==> src/rtl/binary_frame_downsampler_if.sv <==
// Pixel-stream bundle between the colour-threshold stage, the downsampler and
// the skeletonizer: full-resolution mask in, downsampled raster plus frame status out.
interface binary_frame_downsampler_if #(
  parameter int OUT_H = 320,
  parameter int OUT_V = 180
);
  localparam int HW = $clog2(OUT_H);
  localparam int VW = $clog2(OUT_V);

  logic [10:0]   hcount_in;
  logic [9:0]    vcount_in;
  logic          mask_in;
  logic          valid_in;
  logic          skel_busy_in;
  logic          pixel_out;
  logic [HW-1:0] hcount_out;
  logic [VW-1:0] vcount_out;
  logic          valid_out;
  logic          frame_active_out;
  logic          frame_dropped_out;

  modport master (
    output hcount_in, vcount_in, mask_in, valid_in, skel_busy_in,
    input  pixel_out, hcount_out, vcount_out, valid_out,
           frame_active_out, frame_dropped_out
  );

  modport slave (
    input  hcount_in, vcount_in, mask_in, valid_in, skel_busy_in,
    output pixel_out, hcount_out, vcount_out, valid_out,
           frame_active_out, frame_dropped_out
  );
endinterface

==> src/rtl/binary_frame_downsampler.sv <==
// Block-popcount downsampler for the binary mask stream, forwarding only whole
// frames whose SOF arrives while the skeletonizer is idle. SCALE must be >= 2.
module binary_frame_downsampler #(
  parameter int IN_H      = 1280,
  parameter int IN_V      = 720,
  parameter int SCALE     = 4,
  parameter int OUT_H     = IN_H / SCALE,
  parameter int OUT_V     = IN_V / SCALE,
  parameter int THRESHOLD = 8
) (
  input  logic clk_in,
  input  logic rst_n_in,
  binary_frame_downsampler_if.slave bus
);
  localparam int LOG_S  = $clog2(SCALE);
  localparam int PSUM_W = $clog2(SCALE + 1);
  localparam int ACC_W  = $clog2(SCALE * SCALE + 1);
  localparam int COL_W  = $clog2(OUT_H);
  localparam int ROW_W  = $clog2(OUT_V);
  localparam logic [LOG_S-1:0] SUB_LAST = LOG_S'(SCALE - 1);
  localparam logic [ACC_W:0]   THRESH   = (ACC_W + 1)'(THRESHOLD);

  typedef enum logic [1:0] {WAIT_SOF, ACTIVE, DROP} state_t;

  state_t state, state_next;
  logic dropped_next;

  logic accepted, sof, process_px, sub_h_last, emit, frame_last;
  logic [LOG_S-1:0]  sub_h, sub_v;
  logic [COL_W-1:0]  col;
  logic [ROW_W-1:0]  row;
  logic [PSUM_W-1:0] psum;
  logic [ACC_W-1:0]  hsum;
  logic [ACC_W:0]    block_sum;
  logic [ACC_W-1:0]  acc [OUT_H];

  assign accepted   = bus.valid_in && (bus.hcount_in < 11'(IN_H)) && (bus.vcount_in < 10'(IN_V));
  assign sof        = accepted && (bus.hcount_in == '0) && (bus.vcount_in == '0);
  assign sub_h      = bus.hcount_in[LOG_S-1:0];
  assign sub_v      = bus.vcount_in[LOG_S-1:0];
  assign col        = COL_W'(bus.hcount_in >> LOG_S);
  assign row        = ROW_W'(bus.vcount_in >> LOG_S);
  assign sub_h_last = (sub_h == SUB_LAST);

  // An SOF pixel is consumed in its own cycle whenever it opens a forwarded frame.
  assign process_px = accepted && (sof ? !bus.skel_busy_in : (state == ACTIVE));
  assign emit       = process_px && sub_h_last && (sub_v == SUB_LAST);
  assign frame_last = emit && (col == COL_W'(OUT_H - 1)) && (row == ROW_W'(OUT_V - 1));

  assign hsum      = ACC_W'(psum) + ACC_W'(bus.mask_in);
  assign block_sum = (ACC_W + 1)'(acc[col]) + (ACC_W + 1)'(hsum);

  always_comb begin
    state_next   = state;
    dropped_next = 1'b0;
    if (sof) begin
      if (bus.skel_busy_in) begin
        state_next   = DROP;
        dropped_next = 1'b1;
      end else begin
        state_next = ACTIVE;
      end
    end else if (frame_last) begin
      state_next = WAIT_SOF;
    end
  end

  // frame_active stays up through the cycle carrying the final output pixel.
  always_ff @(posedge clk_in or negedge rst_n_in) begin
    if (!rst_n_in) begin
      state                 <= WAIT_SOF;
      psum                  <= '0;
      bus.pixel_out         <= 1'b0;
      bus.hcount_out        <= '0;
      bus.vcount_out        <= '0;
      bus.valid_out         <= 1'b0;
      bus.frame_active_out  <= 1'b0;
      bus.frame_dropped_out <= 1'b0;
    end else begin
      state                 <= state_next;
      bus.frame_active_out  <= (state_next == ACTIVE) || frame_last;
      bus.frame_dropped_out <= dropped_next;
      bus.valid_out         <= emit;
      if (process_px) begin
        psum <= (sub_h == '0) ? PSUM_W'(bus.mask_in) : psum + PSUM_W'(bus.mask_in);
      end
      if (emit) begin
        bus.pixel_out  <= (block_sum >= THRESH);
        bus.hcount_out <= col;
        bus.vcount_out <= row;
      end
    end
  end

  // First block line overwrites, so stale data from aborted frames is never read.
  always_ff @(posedge clk_in) begin
    if (process_px && sub_h_last && (sub_v != SUB_LAST)) begin
      acc[col] <= (sub_v == '0) ? hsum : acc[col] + hsum;
    end
  end
endmodule

==> src/flat_wrapper.sv <==
// flat-port wrapper written by rule: the top's interface ports become plain ports
module binary_frame_downsampler_flat 
#(
  parameter int IN_H      = 1280,
  parameter int IN_V      = 720,
  parameter int SCALE     = 4,
  parameter int OUT_H     = IN_H / SCALE,
  parameter int OUT_V     = IN_V / SCALE,
  parameter int THRESHOLD = 8
)
  (clk_in, rst_n_in, bus_hcount_in, bus_vcount_in, bus_mask_in, bus_valid_in, bus_skel_busy_in, bus_pixel_out, bus_hcount_out, bus_vcount_out, bus_valid_out, bus_frame_active_out, bus_frame_dropped_out);
  binary_frame_downsampler_if #(.OUT_H(OUT_H), .OUT_V(OUT_V)) bus_i ();
  input  logic clk_in;
  input  logic rst_n_in;
  input wire logic [$bits(bus_i.hcount_in)-1:0] bus_hcount_in;
  input wire logic [$bits(bus_i.vcount_in)-1:0] bus_vcount_in;
  input wire logic [$bits(bus_i.mask_in)-1:0] bus_mask_in;
  input wire logic [$bits(bus_i.valid_in)-1:0] bus_valid_in;
  input wire logic [$bits(bus_i.skel_busy_in)-1:0] bus_skel_busy_in;
  output wire logic [$bits(bus_i.pixel_out)-1:0] bus_pixel_out;
  output wire logic [$bits(bus_i.hcount_out)-1:0] bus_hcount_out;
  output wire logic [$bits(bus_i.vcount_out)-1:0] bus_vcount_out;
  output wire logic [$bits(bus_i.valid_out)-1:0] bus_valid_out;
  output wire logic [$bits(bus_i.frame_active_out)-1:0] bus_frame_active_out;
  output wire logic [$bits(bus_i.frame_dropped_out)-1:0] bus_frame_dropped_out;
  assign bus_i.hcount_in = bus_hcount_in;
  assign bus_i.vcount_in = bus_vcount_in;
  assign bus_i.mask_in = bus_mask_in;
  assign bus_i.valid_in = bus_valid_in;
  assign bus_i.skel_busy_in = bus_skel_busy_in;
  assign bus_pixel_out = bus_i.pixel_out;
  assign bus_hcount_out = bus_i.hcount_out;
  assign bus_vcount_out = bus_i.vcount_out;
  assign bus_valid_out = bus_i.valid_out;
  assign bus_frame_active_out = bus_i.frame_active_out;
  assign bus_frame_dropped_out = bus_i.frame_dropped_out;
  binary_frame_downsampler #(.IN_H(IN_H), .IN_V(IN_V), .SCALE(SCALE), .OUT_H(OUT_H), .OUT_V(OUT_V), .THRESHOLD(THRESHOLD)) u_core (.clk_in(clk_in), .rst_n_in(rst_n_in), .bus(bus_i));
endmodule
==> config.mk <==
export PLATFORM = sky130hd
export DESIGN_NAME = binary_frame_downsampler_flat
export DESIGN_NICKNAME = d
export VERILOG_FILES = /design/src/rtl/binary_frame_downsampler_if.sv /design/src/rtl/binary_frame_downsampler.sv /design/src/flat_wrapper.sv
export SDC_FILE = /design/constraint.sdc
export NUM_CORES = 2
export LEC_CHECK = 0
export BUFFER_PORTS_ARGS = -buffer_cell sky130_fd_sc_hd__clkbuf_2
export CORE_MARGIN = 5
export CORE_UTILIZATION = 60
export DETAILED_ROUTE_END_ITERATION = 10
export PLACE_DENSITY_LB_ADDON = 0.15
export SLEW_MARGIN = 20
export SYNTH_ARGS = -nofsm -noshare
export SYNTH_HDL_FRONTEND = slang
export SYNTH_SLANG_ARGS = --single-unit
==> constraint.sdc <==
create_clock -name clk_in -period 15.37 [get_ports clk_in]
set_input_delay 3.074 -clock clk_in [delete_from_list [all_inputs] [get_ports clk_in]]
set_output_delay 3.074 -clock clk_in [all_outputs]
set_load 0.005 [all_outputs]
# Word-level counts from Yosys, hierarchy flattened

Memory sizes are Yosys's and may differ from the RTL's.
Cells that the tools add are included.

Add/sub/neg operators: 4
$lt $le $gt $ge: 3
Eq/ne operators: 7
Mux-type cells: 10
Reductions and logical operators: 16

Operator list:

| operator                                                           | number |
|---|---|
| logical NOT 11 bit                                                 | 1 |
| less-than comparator 11 bit (second input constant)                | 1 |
| logical AND 1 bit                                                  | 10 |
| logical NOT 10 bit                                                 | 1 |
| less-than comparator 10 bit (second input constant)                | 1 |
| == test 9 bit (second input constant)                              | 1 |
| == test 8 bit (second input constant)                              | 1 |
| adder 5 x 5 -> 6 bit                                               | 1 |
| greater-or-equal comparator 6 x 4 -> 1 bit (second input constant) | 1 |
| 2-to-1 mux 2 bit                                                   | 3 |
| adder 5 bit                                                        | 1 |
| 2-to-1 mux 1 bit                                                   | 5 |
| 2-to-1 mux 5 bit                                                   | 1 |
| adder 3 x 1 -> 4 bit                                               | 1 |
| == test 2 x 1 -> 1 bit (second input constant)                     | 2 |
| == test 2 bit (second input constant)                              | 2 |
| logical NOT 2 bit                                                  | 2 |
| adder 3 x 1 -> 3 bit                                               | 1 |
| 2-to-1 mux 3 bit                                                   | 1 |
| inequality test 2 bit (second input constant)                      | 1 |
| logical NOT 1 bit                                                  | 1 |
| logical OR 1 bit                                                   | 1 |

Register bits after elaboration: 26
Bits in writable memories: 1,600
Input bits: 26
Output and inout bits: 21
Logic and storage cells: 49
Memories: 1

Memories:

| name       | depth | bits a word | rd ports | clocked after Yosys merged registers in | wr ports | line                           | source |
|---|---|---|---|---|---|---|---|
| u_core.acc | 320   | 5           | 1        | 0                                       | 1        | binary_frame_downsampler.sv:35 | `logic [ACC_W-1:0] acc [OUT_H];` |

# Longest topological paths before layout

Depth in word-level cells: 15
Depth in mapped cells: 18
Mapped depth without buffers: 14

# Worst setup path before layout

OpenSTA, ideal clock, no wires.

Path kind: input -> register
From: in bus_hcount_in[3]
To: mem u_core.acc[0][4] in the netlist's numbering, data pin
Library setup time: 1.995 ns
Arrival time: 15.199 ns
Data required time: 13.375 ns
Path slack: -1.824 ns
Stages on the path: 16
Buffers on the path: 4
Cells stage by stage: buf_4 buf_4 clkbuf_1 buf_1 mux4_2 mux4_2 a32oi_1 nand2_1 nor4_1 o21ai_1 ha_1 fa_1 a21o_1 a21o_1 or2_2 mux2i_1

Word-level cells in the longest chain between the ends: 3

RTL lines:

| element              | line                           | source |
|---|---|---|
| from (decl)          | flat_wrapper.sv:15             | `input wire logic [$bits(bus_i.hcount_in)-1:0] bus_hcount_in;` |
| memory (320 x 5 bit) | -                              |  |
| adder 5 bit          | binary_frame_downsampler.sv:98 | `acc[col] <= (sub_v == '0) ? hsum : acc[col] + hsum;` |
| 2-to-1 mux 5 bit     | binary_frame_downsampler.sv:98 |  |
| to (decl)            | binary_frame_downsampler.sv:35 |  |

No other way between the ends.

# Worst setup path after layout

From: in bus_hcount_in[2]
To: mem u_core.acc[150][4] in the netlist's numbering, data pin

Same word-level chain as after synthesis.

==> run_summary.xml <==
<?xml version="1.0" encoding="UTF-8"?>
<metrics>
  <group name="worst_hold_path">
    <metric name="timing.hold.worst_path_depth" unit="">1</metric>
    <metric name="holdCritPathClass" unit="">flip-flop to flip-flop</metric>
    <metric name="hold_path_end" unit="">u_core.bus.frame_active_out</metric>
    <metric name="hold_path.startpoint" unit="">u_core.state[1]</metric>
  </group>
  <group name="detailed_routing">
    <metric name="remaining_drc_errors" unit="">0</metric>
    <metric name="wirelength" unit="mm">152</metric>
    <metric name="top_routing_layer_used" unit="">met4</metric>
    <metric name="pre_repair_dr_iteration_count" unit="">5</metric>
    <metric name="route.detailed.wl_per_inst" unit="um">32.9</metric>
    <metric name="total_via_count_after_detailed_routing" unit="">31300</metric>
    <metric name="wl_met1" unit="mm">59.6</metric>
    <metric name="wl_met2" unit="mm">72.5</metric>
    <metric name="dr.first_iter.drc_count" unit="">4218</metric>
    <metric name="met3WireLength" unit="mm">15.5</metric>
    <metric name="postRouteAntennaNets" unit="">0</metric>
    <metric name="via_density" unit="">6.75</metric>
  </group>
  <group name="timing">
    <metric name="timing.final.crit_share" unit="%">64.1</metric>
    <metric name="finalHoldViolations" unit="">0</metric>
    <metric name="hold-worst-slack" unit="ps">495</metric>
    <metric name="setup_repair_after_global_routing_missed_its_margin" unit="">false</metric>
    <metric name="final_max_slew_viol_count" unit="">0</metric>
    <metric name="max_transition_margin" unit="%">17.1</metric>
    <metric name="timing.final.setup_violations" unit="">0</metric>
    <metric name="clock_skew" unit="ps">30.7</metric>
    <metric name="worst-slew-pin-transition" unit="ps">1210</metric>
    <metric name="final_period_minus_worst_setup_slack" unit="ps">9850</metric>
    <metric name="clock.fmax" unit="MHz">102</metric>
    <metric name="timing.setup.tns" unit="ps">0</metric>
  </group>
  <group name="synthesis">
    <metric name="synth-compound-area-share" unit="%">1.16</metric>
    <metric name="syn_inst" unit="">3016</metric>
    <metric name="synthFlopType" unit="">edfxtp_1</metric>
    <metric name="synth_fa_ha_area_share" unit="%">0.148</metric>
    <metric name="number_of_warnings_reported_in_the_yosys_synthesis_log" unit="">0</metric>
    <metric name="async_reset_ff_share" unit="%">1.60</metric>
    <metric name="yosys.cell_types.count" unit="">61</metric>
    <metric name="syn-mean-instance-area" unit="um2">21.3</metric>
    <metric name="syn-num-nets" unit="">3049</metric>
    <metric name="synthMuxAreaShare" unit="%">17.7</metric>
    <metric name="yosys_register_bits" unit="">1626</metric>
    <metric name="yosys.area_share.xor_xnor" unit="%">0.0409</metric>
    <metric name="syn-cell-area" unit="um2">64200</metric>
    <metric name="simple_logic_cell_fraction_of_the_synthesized_area" unit="%">3.47</metric>
    <metric name="synth_seq_area_share" unit="%">75.8</metric>
    <metric name="main_combinational_cell_family_by_area_after_synthesis" unit="">multiplexers</metric>
    <metric name="number_of_enable_type_register_cells_in_the_synthesized_netlist" unit="">1600</metric>
  </group>
  <group name="setup_path">
    <metric name="timing.setup.critical_path_class" unit="">input port to flip-flop</metric>
    <metric name="worst_r2r_endpoint" unit="">u_core.acc[150][4]</metric>
    <metric name="count_of_cells_along_the_worst_register_to_register_path" unit="">14</metric>
    <metric name="slowest_stage" unit="">buf_4</metric>
    <metric name="regToRegStartpoint" unit="">u_core.acc[199][0]</metric>
    <metric name="startpoint_type" unit="">input port</metric>
    <metric name="slowest_delay" unit="ps">800</metric>
    <metric name="path_max_fanout" unit="">95</metric>
    <metric name="timing.critical_path.arrival" unit="ps">10290</metric>
    <metric name="critPathCaptureType" unit="">flip-flop</metric>
    <metric name="critPathTopFamily" unit="">buffers and inverters</metric>
    <metric name="worst_ep_required_time" unit="ps">15810</metric>
    <metric name="r2r_setup_slk" unit="ps">8990</metric>
    <metric name="cells_traversed_along_the_worst_timing_path" unit="">buf_8 -&gt; buf_12 -&gt; mux4_2 -&gt; mux4_2 -&gt; o21ai_0 -&gt; a2111oi_0 -&gt; nor4_1 -&gt; o21ai_1 -&gt; ha_1 -&gt; fa_1 -&gt; a21o_1 -&gt; a21o_1 -&gt; or2_2 -&gt; mux2i_4 -&gt; buf_4 -&gt; buf_4</metric>
    <metric name="timing.critical_path.buf_inv" unit="">4</metric>
  </group>
  <group name="outcome">
    <metric name="status" unit="">completed</metric>
  </group>
  <group name="global_route">
    <metric name="grt_antenna_before_repair" unit="">0</metric>
    <metric name="globalRouteTotalUtil" unit="%">27.3</metric>
    <metric name="overflow" unit="">0</metric>
    <metric name="vias_in_the_first_global_route" unit="">31700</metric>
    <metric name="first_pass_grt_wire_length" unit="mm">222</metric>
    <metric name="grt_max_degree" unit="">194</metric>
  </group>
  <group name="placed_design">
    <metric name="io_buffer_count" unit="">46</metric>
    <metric name="placed_cell_area" unit="um2">65800</metric>
    <metric name="gp_routability_congestion" unit="">0.858</metric>
    <metric name="post-dp-hpwl" unit="mm">91.0</metric>
  </group>
  <group name="final_layout">
    <metric name="fillerInstances" unit="">6737</metric>
    <metric name="layout_cells_sized_above_1" unit="%">25.4</metric>
    <metric name="flow.area_growth_from_synthesis" unit="%">10.4</metric>
    <metric name="final-seq-area" unit="um2">48700</metric>
    <metric name="design.final.nets" unit="">3129</metric>
    <metric name="final_util" unit="%">66.4</metric>
    <metric name="multiInputGateArea" unit="um2">14600</metric>
    <metric name="postLayoutCellArea" unit="um2">70900</metric>
  </group>
  <group name="die">
    <metric name="core_area" unit="um2">107000</metric>
    <metric name="dieWidth" unit="um">337</metric>
    <metric name="design.portCount" unit="">47</metric>
    <metric name="rows" unit="">120</metric>
    <metric name="die_area" unit="um2">114000</metric>
    <metric name="floorplan.die.height" unit="um">337</metric>
    <metric name="starting_density_of_the_core" unit="%">60.2</metric>
  </group>
  <group name="pwr">
    <metric name="power_switching_share" unit="%">21.6</metric>
    <metric name="power.static_leakage" unit="nW">22.1</metric>
    <metric name="power.total" unit="mW">9.52</metric>
    <metric name="switchingPower" unit="mW">2.05</metric>
    <metric name="seqPwrFrac" unit="%">53.5</metric>
    <metric name="clock_power_share" unit="%">40.0</metric>
    <metric name="ir_drop" unit="uV">89.2</metric>
    <metric name="power.density_cell_area" unit="nW/um2">134</metric>
    <metric name="share_comb_of_total_power" unit="%">6.5</metric>
    <metric name="power_report.internal_total" unit="mW">7.47</metric>
  </group>
  <group name="flow_run">
    <metric name="max_cap_violations" unit="">0</metric>
  </group>
  <group name="clock_network">
    <metric name="cts-buffers-inserted" unit="">162</metric>
    <metric name="clkLatencyLatePin" unit="ps">760</metric>
    <metric name="path_clk_slew" unit="ps">60</metric>
    <metric name="ctsResizeCount" unit="">0</metric>
    <metric name="clock_sinks" unit="">1626</metric>
    <metric name="h-tree-depth" unit="">4</metric>
    <metric name="cts_root_buffer" unit="">clkbuf_16</metric>
    <metric name="post_cts.repair.setup_buffers" unit="">0</metric>
    <metric name="count_of_hold_buffers_inserted_by_post_cts_repair" unit="">0</metric>
    <metric name="cts_tree" unit="">yes</metric>
    <metric name="cts_max_path_buffers" unit="">3</metric>
  </group>
</metrics>
synth_stat cells (3+ instances only):
| master | count | area, um2 |
|---|---|---|
| a21oi_1 | 16 | 80.1 |
| nor2b_1 | 11 | 68.8 |
| buf_4 | 15 | 113 |
| o21ai_1 | 3 | 15.0 |
| buf_2 | 67 | 335 |
| ha_1 | 6 | 75.1 |
| a2111oi_0 | 3 | 26.3 |
| nor3_1 | 9 | 45.0 |
| clkbuf_1 | 59 | 221 |
| buf_1 | 17 | 63.8 |
| a31oi_1 | 6 | 37.5 |
| mux4_2 | 461 | 10400 |
| and2_1 | 5 | 31.3 |
| o211ai_1 | 10 | 75.1 |
| a21o_1 | 5 | 37.5 |
| nor4_1 | 5 | 31.3 |
| buf_6 | 26 | 293 |
| mux2_2 | 27 | 304 |
| nand3_1 | 37 | 185 |
| o2111ai_1 | 8 | 70.1 |
| a311o_1 | 3 | 30.0 |
| a32oi_1 | 3 | 26.3 |
| nand2_1 | 84 | 315 |
| nor2_1 | 347 | 1300 |
| inv_1 | 5 | 18.8 |
| dfrtp_1 | 26 | 651 |
| o21ai_0 | 10 | 50.1 |
| nand4_1 | 6 | 37.5 |
| nor3b_1 | 4 | 30.0 |
| a22oi_1 | 17 | 128 |
| mux2i_1 | 65 | 651 |
| edfxtp_1 | 1600 | 48000 |
| nand3_2 | 3 | 30.0 |
| a22o_1 | 7 | 61.3 |
| a221oi_1 | 3 | 26.3 |
| nand2b_1 | 7 | 43.8 |
layer usage:
metal | track usage (%) | vias up
met5 | 0 | -
met4 | 8.51 | 0
met3 | 6.45 | 300
met2 | 42.2 | 1759
met1 | 39.9 | 16500
li1 | - | 12700
metrics by stage:
step,cells,setup slack (ps)
6_report,4631,5520
3_5_place_dp,4334,4990
5_1_grt,4628,5320
4_1_cts,4627,5770
3_3_place_gp,4334,5160
2_1_floorplan,3016,1800
layout by cell type (no fill, tap or decap), types with 24 or more instances in the layout:
cell type / instances
nand2_1: 83
nand3_1: 29
edfxtp_1: 1600
clkbuf_16: 169
clkbuf_1: 42
buf_4: 48
dfrtp_1: 26
mux4_2: 461
nor2_1: 347
mux2_2: 24
mux2i_1: 64
clkbuf_2: 42
clkinv_1: 44
flip-flops by register name, summed over array words and instances (netlist names):
name                          count
u_core.state                      2
u_core.bus.pixel_out              1
u_core.psum                       3
u_core.bus.vcount_out             8
u_core.bus.hcount_out             9
u_core.bus.frame_dropped_out      1
u_core.bus.frame_active_out       1
u_core.bus.valid_out              1
u_core.acc                     1600
area by class of cell:
| cell class | count | area share (%) |
|---|---|---|
| antenna | 3 | 0.0106 |
| clock buffer | 212 | 6.21 |
| clock inverter | 81 | 0.969 |
| inverter | 6 | 0.0318 |
| multi-input combinational | 1198 | 20.5 |
| sequential | 1626 | 68.7 |
| tap | 1403 | 2.48 |
| timing repair buffer | 102 | 1.09 |
power groups by stage:
stage	Clock (mW)	Sequential [mW]	Combinational, mW
6_report	3.81	5.09	0.622
5_1_grt	4.05	5.09	0.662
4_1_cts	3.85	5.09	0.621
3_5_place_dp	0	5.18	0.621
3_3_place_gp	0	5.18	0.590
2_1_floorplan	0	5.23	0.370
how the worst max path moves through the flow:
stage | startpoint | end | cells past startpoint
floorplan | bus_hcount_in[3] | u_core.acc[0][4] | 16
global placement | bus_hcount_in[2] | u_core.acc[148][4] | 16
detailed placement | bus_hcount_in[2] | u_core.acc[148][4] | 16
CTS | bus_hcount_in[2] | u_core.acc[198][4] | 16
global route | bus_hcount_in[2] | u_core.acc[198][4] | 16
finish | bus_hcount_in[2] | u_core.acc[150][4] | 16
logic make-up (layout without fill, tap and decap cells):
| logic type | Yosys count | count (layout) |
|---|---|---|
| flops | 1626 | 1626 |
| mux | 553 | 553 |
| simple gates | 531 | 531 |
| buf+inv | 192 | 401 |
| compound gates | 104 | 104 |
| fa+ha+maj | 7 | 7 |
| xor+xnor | 3 | 3 |
| other cells | 0 | 3 |
No activity file was read; power rests on OpenSTA's default activity.
